[src/rtl/keypad_scan_decoder.sv]
// Column-strobed 4x4 matrix keypad scanner with whole-scan debounce and one hex code per press.
// Define KEYPAD_REPEAT_EN to enable auto-repeat of key_valid while a single key stays held.
module keypad_scan_decoder #(
    parameter int SCAN_DIV_BITS  = 17,
    parameter int DEBOUNCE_SCANS = 4,
    parameter int REPEAT_SCANS   = 96
) (
    input  logic       clk,
    input  logic       reset,
    input  logic [3:0] row_in,
    output logic [3:0] col_out,
    output logic [3:0] key_code,
    output logic       key_valid,
    output logic       key_held
);

    localparam int                 REP_W    = $clog2(REPEAT_SCANS + 1);
    localparam logic [3:0]         DB_CNT   = 4'(DEBOUNCE_SCANS);
    localparam logic [REP_W-1:0]   REP_LAST = REP_W'(REPEAT_SCANS - 1);

`ifdef KEYPAD_REPEAT_EN
    localparam bit REPEAT_EN = 1'b1;
`else
    localparam bit REPEAT_EN = 1'b0;
`endif

    typedef enum logic [1:0] {
        IDLE,
        PRESS_DB,
        PRESSED,
        REL_DB
    } state_t;

    typedef enum logic [1:0] {
        SCAN_NONE,
        SCAN_ONE,
        SCAN_MULTI
    } scan_class_t;

    logic [3:0]               row_meta_q,  row_meta_d;
    logic [3:0]               row_sync_q,  row_sync_d;
    logic [SCAN_DIV_BITS-1:0] div_q,       div_d;
    logic [1:0]               col_idx_q,   col_idx_d;
    logic [3:0]               col_out_q,   col_out_d;
    logic [15:0]              image_q,     image_d;
    logic                     scan_done_q, scan_done_d;
    state_t                   state_q,     state_d;
    logic [3:0]               cand_q,      cand_d;
    logic [3:0]               cnt_q,       cnt_d;
    logic [REP_W-1:0]         rep_q,       rep_d;
    logic [3:0]               key_code_q,  key_code_d;
    logic                     key_valid_q, key_valid_d;
    logic                     key_held_q,  key_held_d;

    logic                     dwell_end;
    logic [4:0]               key_count;
    logic [3:0]               scan_code;
    scan_class_t              scan_class;
    logic                     accept_key;
    logic                     drop_key;

    // Physical keypad position (row r, column k) to the legend printed on the key.
    function automatic logic [3:0] key_map(input logic [1:0] row, input logic [1:0] col);
        logic [3:0] code;
        case ({row, col})
            4'b00_00: code = 4'h1;
            4'b00_01: code = 4'h2;
            4'b00_10: code = 4'h3;
            4'b00_11: code = 4'hA;
            4'b01_00: code = 4'h4;
            4'b01_01: code = 4'h5;
            4'b01_10: code = 4'h6;
            4'b01_11: code = 4'hB;
            4'b10_00: code = 4'h7;
            4'b10_01: code = 4'h8;
            4'b10_10: code = 4'h9;
            4'b10_11: code = 4'hC;
            4'b11_00: code = 4'h0;
            4'b11_01: code = 4'hF;
            4'b11_10: code = 4'hE;
            default:  code = 4'hD;
        endcase
        return code;
    endfunction

    // Image bit col*4+row is set when that key was seen pressed during its column's dwell.
    always_comb begin
        dwell_end   = (div_q == '1);
        row_meta_d  = row_in;
        row_sync_d  = row_meta_q;
        div_d       = div_q + SCAN_DIV_BITS'(1);
        col_idx_d   = col_idx_q;
        col_out_d   = col_out_q;
        image_d     = image_q;
        scan_done_d = 1'b0;
        if (dwell_end) begin
            image_d[{col_idx_q, 2'b00} +: 4] = ~row_sync_q;
            col_idx_d   = col_idx_q + 2'd1;
            col_out_d   = {col_out_q[2:0], col_out_q[3]};
            scan_done_d = (col_idx_q == 2'd3);
        end
    end

    always_comb begin
        key_count = '0;
        scan_code = '0;
        for (int i = 0; i < 16; i++) begin
            if (image_q[i]) begin
                key_count = key_count + 5'd1;
                scan_code = key_map(i[1:0], i[3:2]);
            end
        end
        if (key_count == 5'd0) begin
            scan_class = SCAN_NONE;
        end else if (key_count == 5'd1) begin
            scan_class = SCAN_ONE;
        end else begin
            scan_class = SCAN_MULTI;
        end
    end

    // Press/release debounce; only advances on the cycle after a full scan completes.
    always_comb begin
        state_d     = state_q;
        cand_d      = cand_q;
        cnt_d       = cnt_q;
        rep_d       = rep_q;
        key_code_d  = key_code_q;
        key_valid_d = 1'b0;
        key_held_d  = key_held_q;
        accept_key  = 1'b0;
        drop_key    = 1'b0;
        if (scan_done_q) begin
            unique case (state_q)
                IDLE: begin
                    if (scan_class == SCAN_ONE) begin
                        cand_d     = scan_code;
                        cnt_d      = 4'd1;
                        state_d    = PRESS_DB;
                        accept_key = (DEBOUNCE_SCANS == 1);
                    end
                end
                PRESS_DB: begin
                    if (scan_class == SCAN_ONE && scan_code == cand_q) begin
                        cnt_d      = cnt_q + 4'd1;
                        accept_key = (cnt_d == DB_CNT);
                    end else if (scan_class == SCAN_ONE) begin
                        cand_d = scan_code;
                        cnt_d  = 4'd1;
                    end else begin
                        cnt_d   = '0;
                        state_d = IDLE;
                    end
                end
                PRESSED: begin
                    if (scan_class == SCAN_NONE) begin
                        cnt_d    = 4'd1;
                        rep_d    = '0;
                        state_d  = REL_DB;
                        drop_key = (DEBOUNCE_SCANS == 1);
                    end else if (REPEAT_EN && scan_class == SCAN_ONE && scan_code == cand_q) begin
                        if (rep_q == REP_LAST) begin
                            rep_d       = '0;
                            key_valid_d = 1'b1;
                        end else begin
                            rep_d = rep_q + REP_W'(1);
                        end
                    end else begin
                        rep_d = '0;
                    end
                end
                REL_DB: begin
                    if (scan_class == SCAN_NONE) begin
                        cnt_d    = cnt_q + 4'd1;
                        drop_key = (cnt_d == DB_CNT);
                    end else begin
                        cnt_d   = '0;
                        rep_d   = '0;
                        state_d = PRESSED;
                    end
                end
                default: begin
                    state_d = IDLE;
                end
            endcase
            if (accept_key) begin
                key_code_d  = cand_d;
                key_valid_d = 1'b1;
                key_held_d  = 1'b1;
                cnt_d       = '0;
                rep_d       = '0;
                state_d     = PRESSED;
            end
            if (drop_key) begin
                key_held_d = 1'b0;
                cnt_d      = '0;
                state_d    = IDLE;
            end
        end
    end

    always_ff @(posedge clk) begin
        if (reset) begin
            row_meta_q  <= 4'hF;
            row_sync_q  <= 4'hF;
            div_q       <= '0;
            col_idx_q   <= 2'd0;
            col_out_q   <= 4'b1110;
            image_q     <= '0;
            scan_done_q <= 1'b0;
            state_q     <= IDLE;
            cand_q      <= '0;
            cnt_q       <= '0;
            rep_q       <= '0;
            key_code_q  <= '0;
            key_valid_q <= 1'b0;
            key_held_q  <= 1'b0;
        end else begin
            row_meta_q  <= row_meta_d;
            row_sync_q  <= row_sync_d;
            div_q       <= div_d;
            col_idx_q   <= col_idx_d;
            col_out_q   <= col_out_d;
            image_q     <= image_d;
            scan_done_q <= scan_done_d;
            state_q     <= state_d;
            cand_q      <= cand_d;
            cnt_q       <= cnt_d;
            rep_q       <= rep_d;
            key_code_q  <= key_code_d;
            key_valid_q <= key_valid_d;
            key_held_q  <= key_held_d;
        end
    end

    assign col_out   = col_out_q;
    assign key_code  = key_code_q;
    assign key_valid = key_valid_q;
    assign key_held  = key_held_q;

endmodule

[config.mk]
export PLATFORM = sky130hd
export DESIGN_NAME = keypad_scan_decoder
export DESIGN_NICKNAME = d
export VERILOG_FILES = /design/src/rtl/keypad_scan_decoder.sv
export SDC_FILE = /design/constraint.sdc
export NUM_CORES = 1
export LEC_CHECK = 0
export CORE_ASPECT_RATIO = 0.8
export CORE_MARGIN = 2
export CORE_UTILIZATION = 56
export DETAILED_ROUTE_END_ITERATION = 16
export PLACE_DENSITY = 0.77
export SLEW_MARGIN = 10
export SYNTH_ARGS = -nofsm -noshare
export SYNTH_HDL_FRONTEND = slang
export SYNTH_SLANG_ARGS = --single-unit
export TNS_END_PERCENT = 50
[constraint.sdc]
create_clock -name clk -period 8.7 [get_ports clk]
set_input_delay 1.305 -clock clk [delete_from_list [all_inputs] [get_ports clk]]
set_output_delay 1.305 -clock clk [all_outputs]
set_load 0.005 [all_outputs]
## Yosys cells after proc, flatten, opt, wreduce, memory -nomap -nowiden

Index checks and enable logic that the tools add are counted.

- Bits in registers: 64

- $add $sub $neg: 19
- Equal/unequal tests: 14
- Shift-type cells: 2
- Multiplexer cells: 63
- Bitwise operators: 3
- Reductions and logical operators: 11

Operators by type and width:

| kind | number |
|---|---|
| 4-bit two-way mux | 23 |
| 5-bit by 1-bit adder with 5-bit output, second input constant | 15 |
| 5-bit two-way mux | 15 |
| 4-bit inequality test, second input constant | 5 |
| 2-bit two-way mux | 9 |
| 17-bit by 1-bit adder with 17-bit output, second input constant | 1 |
| 17-bit == test, second input constant | 1 |
| 16-bit bitwise mux | 1 |
| 4-bit one-hot mux with 4 select lines | 1 |
| 4-bit by 6-bit variable shift with 16-bit output, first input constant | 1 |
| 4-bit by 6-bit indexed part select with 16-bit output | 1 |
| 1-bit two-way mux | 12 |
| 2-bit one-hot mux with 4 select lines | 1 |
| 4-bit one-hot mux with 2 select lines | 1 |
| 2-bit == test, second input constant | 3 |
| 4-bit negator with 6-bit output | 1 |
| 6-bit AND reduction | 1 |
| 5-bit by 1-bit == test with 1-bit output, second input constant | 1 |
| 5-bit logical NOT | 1 |
| 4-bit by 1-bit adder with 4-bit output, second input constant | 1 |
| 2-bit by 1-bit == test with 1-bit output, second input constant | 2 |
| 4-bit by 3-bit == test with 1-bit output, second input constant | 1 |
| 4-bit == test | 1 |
| 2-bit logical NOT | 2 |
| other kinds (8) | 11 |

## Longest topological paths before layout

Gate-level depths: netlist of the first run.

- Depth after elaboration: 41
- Gate-level depth with buffers: 50

## Worst setup path after synthesis of the first run

OpenSTA, ideal clock, no wires.

- Path kind: reg-to-reg
- Start point: register image_q[0]
- End point: register key_code_q[0] (netlist: key_code[0])
- Setup time: 0.132 ns
- Arrival time: 9.077 ns
- Setup slack: -0.509 ns
- Cell stages (with the launch flop): 49
- Path through: dfxtp_1 -> ha_1 -> nor2b_1 -> or2_2 -> ha_1 -> mux2_2 -> ha_1 -> mux2_2 -> ha_1 -> nor2b_1 -> nor3_1 -> ha_1 -> nand2_1 -> o41ai_1 -> ha_1 -> nand2_1 -> o21a_1 -> o21ai_1 -> (+13 left out) -> nand2_1 -> o21ai_0 -> ha_1 -> nor2_1 -> nor2_1 -> ha_1 -> nand2_1 -> o31ai_1 -> ha_1 -> mux2_2 -> ha_1 -> nand2b_1 -> o22a_1 -> o21ai_0 -> nand2_1 -> mux2_4 -> o31ai_1 -> a21oi_1

- Cells in the longest elaborated chain, start to end: 40
- Elaborated cells on any way between the ends: 61

RTL lines:

| what | line | text |
|---|---|---|
| start, declared | 45 | `logic [15:0] image_q, image_d;` |
| start signal, assigned | 224 | `image_q <= image_d;` |
| 1-bit two-way mux | 108 | `if (image_q[i]) begin` |
| 5-bit by 1-bit adder with 5-bit output | 109 | `key_count = key_count + 5'd1;` |
| 5-bit two-way mux | 108 |  |
| 5-bit by 1-bit adder with 5-bit output | 109 |  |
| 5-bit two-way mux | 108 |  |
| 5-bit by 1-bit adder with 5-bit output | 109 |  |
| 5-bit two-way mux | 108 |  |
| 5-bit by 1-bit adder with 5-bit output | 109 |  |
| (+24 left out) | n/a |  |
| 2-bit two-way mux | 115 | `end else if (key_count == 5'd1) begin` |
| 2-bit two-way mux | 113 | `if (key_count == 5'd0) begin` |
| 2-bit by 1-bit == test with 1-bit output | 136, 144, 147 |  |
| 1-bit logical AND | 144 | `if (scan_class == SCAN_ONE && scan_code == cand_q) begin` |
| 1-bit two-way mux | 144 |  |
| 1-bit two-way mux | n/a |  |
| 1-bit two-way mux | 133 | `if (scan_done_q) begin` |
| 2-bit AND reduction (no source line) | n/a |  |
| end signal, assigned | 230 | `key_code_q <= key_code_d;` |
| end, declared | 51 | `logic [3:0] key_code_q, key_code_d;` |

Several ways; a longest one is shown, not always the timed one. The select of a mux whose other input is x is not followed.
A chain may end at the register's enable or synchronous reset.

## Worst setup path in the final report of the first run

- Start point: register image_q[1]
- End point: register key_code_q[1] (netlist: key_code[1])

- Cells in the longest elaborated chain, start to end: 38
- Elaborated cells on any way between the ends: 58

RTL lines:

| what | line |
|---|---|
| 5-bit two-way mux | 108 |
| 5-bit by 1-bit adder with 5-bit output | 109 |
| 5-bit two-way mux | 108 |
| 5-bit by 1-bit adder with 5-bit output | 109 |
| 5-bit two-way mux | 108 |
| 5-bit by 1-bit adder with 5-bit output | 109 |
| 5-bit two-way mux | 108 |
| 5-bit by 1-bit adder with 5-bit output | 109 |
| (+22 left out) | n/a |
| 2-bit two-way mux | 115 |
| 2-bit two-way mux | 113 |
| 2-bit by 1-bit == test with 1-bit output | 136, 144, 147 |
| 1-bit logical AND | 144 |
| 1-bit two-way mux | 144 |
| 1-bit two-way mux | n/a |
| 1-bit two-way mux | 133 |
| 2-bit AND reduction (no source line) | n/a |

Several ways; a longest one is shown, not always the timed one. The select of a mux whose other input is x is not followed.

==> metrics.cfg, run 1 <==
[pwr]
powerDensity_mw_per_mm2=99.8
peakVddDrop_mv=0.140
clkPwrFrac=0.449
internal_power_mw=0.432
swShare=0.228
p_leak_nw=2.21
seqPwrFrac=0.532
power.switching_mw=0.127
combPwrFrac=0.018

[critical_path]
end_kind=flop
crit_end=key_code[1]$_SDFFE_PP0P_
cp.depth=48
start_kind=flop
path_class=flop to flop
crit_top_cell=ha_4
cp_max_fo=6
slowest_stage=dfxtp_4
cp-startpoint=image_q[1]$_SDFFE_PP0P_
r2r_slack_ns=-0.12
critPathBufInv=2
r2r-start=image_q[1]$_SDFFE_PP0P_
arrival_ns=9.01
crit_family=adder cells
crit_required_ns=8.89
rr_endpoint=key_code[1]$_SDFFE_PP0P_
rr_worst_depth=48
critPathMaxStageDelay_ns=0.36

[outcome]
violations=negative setup slack
outcome=finished, violations left

[logic_synthesis]
ys_warn_count=0
syn_inst=554
synth_edf_count=0
synth_ff_type=dfxtp_1
seq_area_frac_synth=0.280
synth_area_mm2=0.00457
syn_nets=586
postSynth.asyncResetShare=0
synth_seq_cells=64
synth_cell_type_count=68
syn_avg_cell_area_um2=8.25

[layout]
fillCellCount=619
stdcell_area_mm2=0.00560
seqCellArea_mm2=0.00129
final_nets=630
drive_gt1_frac=0.245
syn_to_final_growth_pct=22.6
antenna-diode-count=0
multi_input_area_mm2=0.00340
fin_util=0.708

[sta]
max-slew-margin-rel=0.303
fin_crit_ns=8.82
post-route-period-util=1.01
skew_ns=0.00732
tightestPinTransition_ns=1.05
hold_viol=0
slew_viol_final=0
rsz0062_at_grt=yes
fin_ws_ns=-0.121
fmax_mhz=113
setup_viol=7

[grt]
grt_pass1_vias=3942
grt_max_degree=66
grt_overflow_total=0
grt_antenna_before_repair=0
grt_pass1_wl_mm=18.0
grtUsageTotal=0.243

[cts]
cts_buffers=9
cts_sinks=64
root_buffer=clkbuf_8
clockBufferDepth=2
cts.clk_slew.worst_paths_ns=0.07
htree_num_levels=3
cts_tree=done
clkLatencyLatePin_ns=0.35
cts_hold_buf=0

[routing]
drtAntennaViolNets=0
via_per_inst=5.63
num_vias=4003
drt_wl_total_mm=10.5
drcViolationCount=0
wire_per_inst_um=14.7
drtPass1Iterations=4
drtIter0Drc=254

[die]
die_h_um=84.8
die_area_mm2=0.00890
io_pins=16
die_w_um=105
initial_utilization=0.578
coreArea_mm2=0.00791
placementRows=29

[place]
hpwl_mm=7.39
gp_congestion=0.848
io_buffer_count=15
dpl_cell_area_mm2=0.00512
place_ws_ns=-0.462

[run]
max_cap_violations=0

[min_path]
hold_class=flop to flop

[routing by layer]
metal  wire length (µm)  part of all wire  global-route usage  up-vias
li1                   -                 -                   -     2011
met1               4860              0.46               0.323     1902
met2               5060              0.48               0.409       74
met3                387             0.037              0.0349       16
met4                156             0.015              0.0800        0
met5                  0                 0                   0        -
[stage by stage]
step	hold slack (ns)	setup TNS, ns	power (mW)	cells
6_report	0.410	-0.458	0.559	711
3_3_place_gp	0.391	-0.350	0.314	681
4_1_cts	0.409	-0.0671	0.563	708
2_1_floorplan	0.389	-0.241	0.311	554
5_1_grt	0.419	-6.58	0.575	711
3_5_place_dp	0.393	-5.14	0.315	681
[worst min path at each step]
stage | startpoint | endpoint | slack, ns | cells after the start
floorplan | row_meta_q[0]$_SDFF_PP1_ | row_sync_q[0]$_SDFF_PP1_ | 0.39 | 1
global placement | row_meta_q[3]$_SDFF_PP1_ | row_sync_q[3]$_SDFF_PP1_ | 0.39 | 1
detailed placement | row_meta_q[3]$_SDFF_PP1_ | row_sync_q[3]$_SDFF_PP1_ | 0.39 | 1
CTS | row_meta_q[3]$_SDFF_PP1_ | row_sync_q[3]$_SDFF_PP1_ | 0.41 | 1
global route | row_meta_q[0]$_SDFF_PP1_ | row_sync_q[0]$_SDFF_PP1_ | 0.42 | 1
finish | row_meta_q[3]$_SDFF_PP1_ | row_sync_q[3]$_SDFF_PP1_ | 0.41 | 1
[power by group through the flow]
stage,clock [mW],sequential [mW],combinational (mW)
detailed placement,0,0.305,0.0102
global placement,0,0.305,0.00984
CTS,0.255,0.298,0.0102
floorplan,0,0.304,0.00780
global route,0.266,0.298,0.0115
finish,0.251,0.298,0.0101
[area by class of cell]
class | count | area share
flip-flops and latches | 64 | 0.230
clock inverters | 7 | 0.0125
inverters | 23 | 0.0163
well taps | 108 | 0.0241
multi-input cells | 439 | 0.607
clock buffers | 9 | 0.0221
repair buffers | 61 | 0.0889
[logic make-up (layout without fill, tap and decap cells)]
kind of cell | Yosys count | in the layout | share of synthesized area
simple gates | 234 | 234 | 0.258
flops | 64 | 64 | 0.280
compound gates | 98 | 98 | 0.137
buf+inv | 51 | 100 | 0.0460
fa+ha+maj | 26 | 26 | 0.0712
mux | 18 | 18 | 0.0474
xor+xnor | 63 | 63 | 0.160
[synthesized netlist by cell type (3+ instances only)]
library cell   n  share of area
nor2b_1       13          0.018
mux2_2         5          0.012
buf_2          7         0.0077
ha_1          26          0.071
inv_1         22          0.018
nand2_1       37          0.030
xor2_1        23          0.044
mux2i_1       10          0.022
xnor3_1        3          0.015
o21ai_0       13          0.014
o21ai_1        3         0.0033
o31ai_1        8          0.013
xnor3_2        3          0.016
a211o_1        3         0.0058
a211oi_1       5         0.0082
nand4_1       13          0.018
nor3_1         7         0.0077
clkbuf_1      19          0.016
nor2_1        85          0.070
nand3_1       21          0.023
dfxtp_1       64           0.28
a21oi_1       39          0.043
nand2b_1       9          0.012
or3_1          3         0.0041
nor4_1         5         0.0068
and3_1         6         0.0082
xor2_2         3          0.011
or2_2         11          0.015
and2_1         6         0.0082
o21a_1         3         0.0049
xnor2_1       26          0.050
[sequential cells by signal, indices dropped and copies added (netlist names)]
name	flops
image_q	16
key_held	1
cand_q	4
key_valid	1
div_q	17
cnt_q	4
state_q	2
col_out	4
row_sync_q	4
row_meta_q	4
col_idx_q	2
key_code	4
scan_done_q	1
[repair_timing]
action,in CTS,in global routing
endpoints found under the setup margin,16,16
resized for setup,21,19
pin swaps,28,5
endpoints found under the hold margin,0,0
setup buffers,11,4
[placed cells by master (no fill, tap or decap), drive strengths merged, types with 3 or more instances in the layout]
| cell type | count |
|---|---|
| a21oi | 39 |
| mux2 | 6 |
| nand2 | 37 |
| o21a | 3 |
| nor4 | 5 |
| and2 | 7 |
| xnor2 | 30 |
| inv | 24 |
| o21ai | 16 |
| nor3 | 7 |
| dfxtp | 64 |
| or3 | 3 |
| xor2 | 26 |
| nand4 | 14 |
| o22ai | 3 |
| clkinv | 4 |
| ha | 26 |
| nor2 | 85 |
| nor2b | 13 |
| a211oi | 5 |
| or3b | 3 |
| or2 | 12 |
| clkdlybuf4s50 | 14 |
| o31ai | 8 |
| buf | 47 |
| and3 | 6 |
| clkbuf | 9 |
| a211o | 3 |
| mux2i | 11 |
| xnor3 | 6 |
| nand2b | 10 |
| nand4b | 3 |
| nand3 | 22 |
(Power assumes the default switching activity.)
==> run 2, diff against run 1 <==
--- a/config.mk
+++ b/config.mk
@@ -7,10 +7,9 @@
 export LEC_CHECK = 0
 export CORE_ASPECT_RATIO = 0.8
 export CORE_MARGIN = 2
-export CORE_UTILIZATION = 56
+export CORE_UTILIZATION = 39
 export DETAILED_ROUTE_END_ITERATION = 16
-export PLACE_DENSITY = 0.77
-export SLEW_MARGIN = 10
+export SLEW_MARGIN = 20
 export SYNTH_ARGS = -nofsm -noshare
 export SYNTH_HDL_FRONTEND = slang
 export SYNTH_SLANG_ARGS = --single-unit
==> run 2 against run 1 <==
  * The run still ends with negative setup slack left
  * Combinational power about the same
  * Fmax decreased by 1.1%
  * Flip-flop and latch count unchanged
  * Die area increased by 42%
  * Total power increased by 24%
  * Worst hold slack got worse by 0.0035 ns
  * Sequential power about the same
  * Utilization decreased by 20 points
  * First-iteration DRC count decreased by 51%
  * Critical endpoint is now key_code[2]$_SDFFE_PP0P_
==> metrics.cfg, run 2 (synthesis results as in run 1) <==
[outcome]
outcome=finished, violations left
violations=negative setup slack

[cts]
htree_num_levels=3  ; unchanged
clkLatencyLatePin_ns=0.33  ; -0.02 ns
cts_tree=done
root_buffer=clkbuf_16
cts.clk_slew.worst_paths_ns=0.05  ; -0.02 ns
clockBufferDepth=2  ; unchanged
cts_sinks=64  ; unchanged
cts_buffers=9  ; unchanged

[min_path]
whs_path_depth=1  ; unchanged
min_from=row_meta_q[3]$_SDFF_PP1_
whs_endpoint=row_sync_q[3]$_SDFF_PP1_
hold_class=flop to flop

[critical_path]
rr_worst_depth=48  ; unchanged
arrival_ns=9.09  ; +0.08 ns
critPathMaxStageDelay_ns=0.36  ; about the same
start_kind=flop
r2r_slack_ns=-0.21  ; -0.09 ns
r2r-start=image_q[1]$_SDFFE_PP0P_
rr_endpoint=key_code[2]$_SDFFE_PP0P_
slowest_stage=dfxtp_4
crit_top_cell=ha_4
crit_required_ns=8.88  ; about the same
end_kind=flop
cp_max_fo=6  ; unchanged
path_class=flop to flop

[layout]
fin_cells=762  ; +7.2%
antenna-diode-count=0  ; unchanged
largest_reg_flops=17  ; unchanged
final_nets=641  ; +1.7%
layout_commonest_cell=nor2_1
reg.largest.list=div_q x17, image_q x16
fillCellCount=1084  ; +75%
syn_to_final_growth_pct=28.6
drive_gt1_frac=0.254  ; +0.00863
regMostFlops=div_q
final_cell_mix=nor2_1, dfxtp_1, buf_4

[routing]
drcViolationCount=0  ; unchanged
wire_per_inst_um=13.2  ; -10%
drt_wl_total_mm=10.1  ; -3.6%
drtPass1Iterations=4  ; unchanged
drtAntennaViolNets=0  ; unchanged
drtIter0Drc=125  ; -51%
via_per_inst=5.17  ; -8.2%
num_vias=3939  ; -1.6%

[die]
die_w_um=125  ; +19%
die_h_um=101  ; +19%
coreArea_mm2=0.0115  ; +45%
io_pins=16  ; unchanged
initial_utilization=0.398  ; -0.179
die_area_mm2=0.0126  ; +42%
placementRows=35  ; +21%

[sta]
max-slew-margin-rel=0.545  ; +0.242
fmax_mhz=112  ; -1.1%
fin_crit_ns=8.91  ; +0.0938 ns
hold_viol=0  ; unchanged
setup_tns_ns=-1.69  ; -1.23 ns
skew_ns=0.00458  ; -0.00274 ns
post-route-period-util=1.02  ; +0.0108
rsz0062_at_grt=yes
slew_viol_final=0  ; unchanged
hold_slack_ns=0.407  ; -0.00349 ns
fin_ws_ns=-0.214  ; -0.0938 ns
tightestPinTransition_ns=0.682  ; -0.364 ns
setup_viol=16  ; +9

[pwr]
powerDensity_mw_per_mm2=118  ; +18%
peakVddDrop_mv=0.158  ; +12%
p_leak_nw=2.30  ; +4.5%

[place]
hpwl_mm=7.20  ; -2.6%
gp_congestion=0.790  ; -6.8%
place_ws_ns=-0.428  ; +0.0338 ns
dp_cells=724  ; +6.3%
io_buffer_count=15  ; unchanged

[grt]
grtUsageTotal=0.165  ; -0.0780
grt_overflow_total=0  ; unchanged
grt_pass1_wl_mm=17.5  ; -2.6%
grt_max_degree=66  ; unchanged
grt_antenna_before_repair=0  ; unchanged
grt_pass1_vias=3810  ; -3.3%

[run]
max_cap_violations=0  ; unchanged

## run 2: cell types whose count changed in the layout (fill, tap and decap cells not counted), sizes merged
cell and delta:
buf +11, bufinv +1, clkinv -1
## run 2: worst max-delay path by stage
stage / slack (ns) / to / from
floorplan: -0.06 / key_code[0]$_SDFFE_PP0P_ / image_q[0]$_SDFFE_PP0P_
global placement: -0.1 / key_code[0]$_SDFFE_PP0P_ / image_q[0]$_SDFFE_PP0P_
detailed placement: -0.43 / key_code[2]$_SDFFE_PP0P_ / image_q[0]$_SDFFE_PP0P_
CTS: -0.09 / key_code[2]$_SDFFE_PP0P_ / image_q[0]$_SDFFE_PP0P_
global route: -0.65 / key_code[2]$_SDFFE_PP0P_ / image_q[1]$_SDFFE_PP0P_
finish: -0.21 / key_code[2]$_SDFFE_PP0P_ / image_q[1]$_SDFFE_PP0P_
## run 2: per-layer routing
layer  GRT usage  vias to the layer above  wire [µm]
li1            -                     2030          -
met1       0.226                     1851       5090
met2       0.273                       49       4600
met3      0.0207                        9        274
met4      0.0538                        0        122
met5           0                        -          0
## run 2: through the flow
stage               power, mW  area (µm²)   util
floorplan               0.311        4730      -
global placement        0.315        5190  0.453
detailed placement      0.315        5190  0.453
CTS                     0.701        5730  0.499
global route            0.711        5880  0.512
finish                  0.692        5880  0.512
## run 2: timing repair
action	4_1_cts	5_1_grt
cloned	0	0
endpoints found under the hold margin	0	0
hold buffers	0	0
pin swaps	27	24
setup buffers	16	6
endpoints found under the setup margin	16	16
resized for setup	20	20
## run 2: area by class of cell
cell class	count	area (µm²)	area share
inverter	23	93.8	0.0160
clock buffer	9	225	0.0383
tap	148	185	0.0315
sequential	64	1290	0.219
multi-input combinational	439	3400	0.579
clock inverter	7	95.1	0.0162
timing repair buffer	72	587	0.0999
## run 2: worst max-delay path: cells and delay by family, from the launching register on
| family | cells | cell delay [ns] |
|---|---|---|
| AO/OA/AOI/OAI | 12 | 1.52 |
| adder cells (fa/ha/maj) | 14 | 3.58 |
| buffers and inverters | 2 | 0.11 |
| flip-flops | 1 | 0.36 |
| multiplexers | 5 | 1.51 |
| AND/OR/NAND/NOR | 15 | 1.72 |
## run 2: where the power goes
group          leakage [nW]  switching (mW)  internal, mW
logic                  1.63         0.00595       0.00442
registers             0.520         0.00239         0.295
clock network         0.156           0.133         0.251
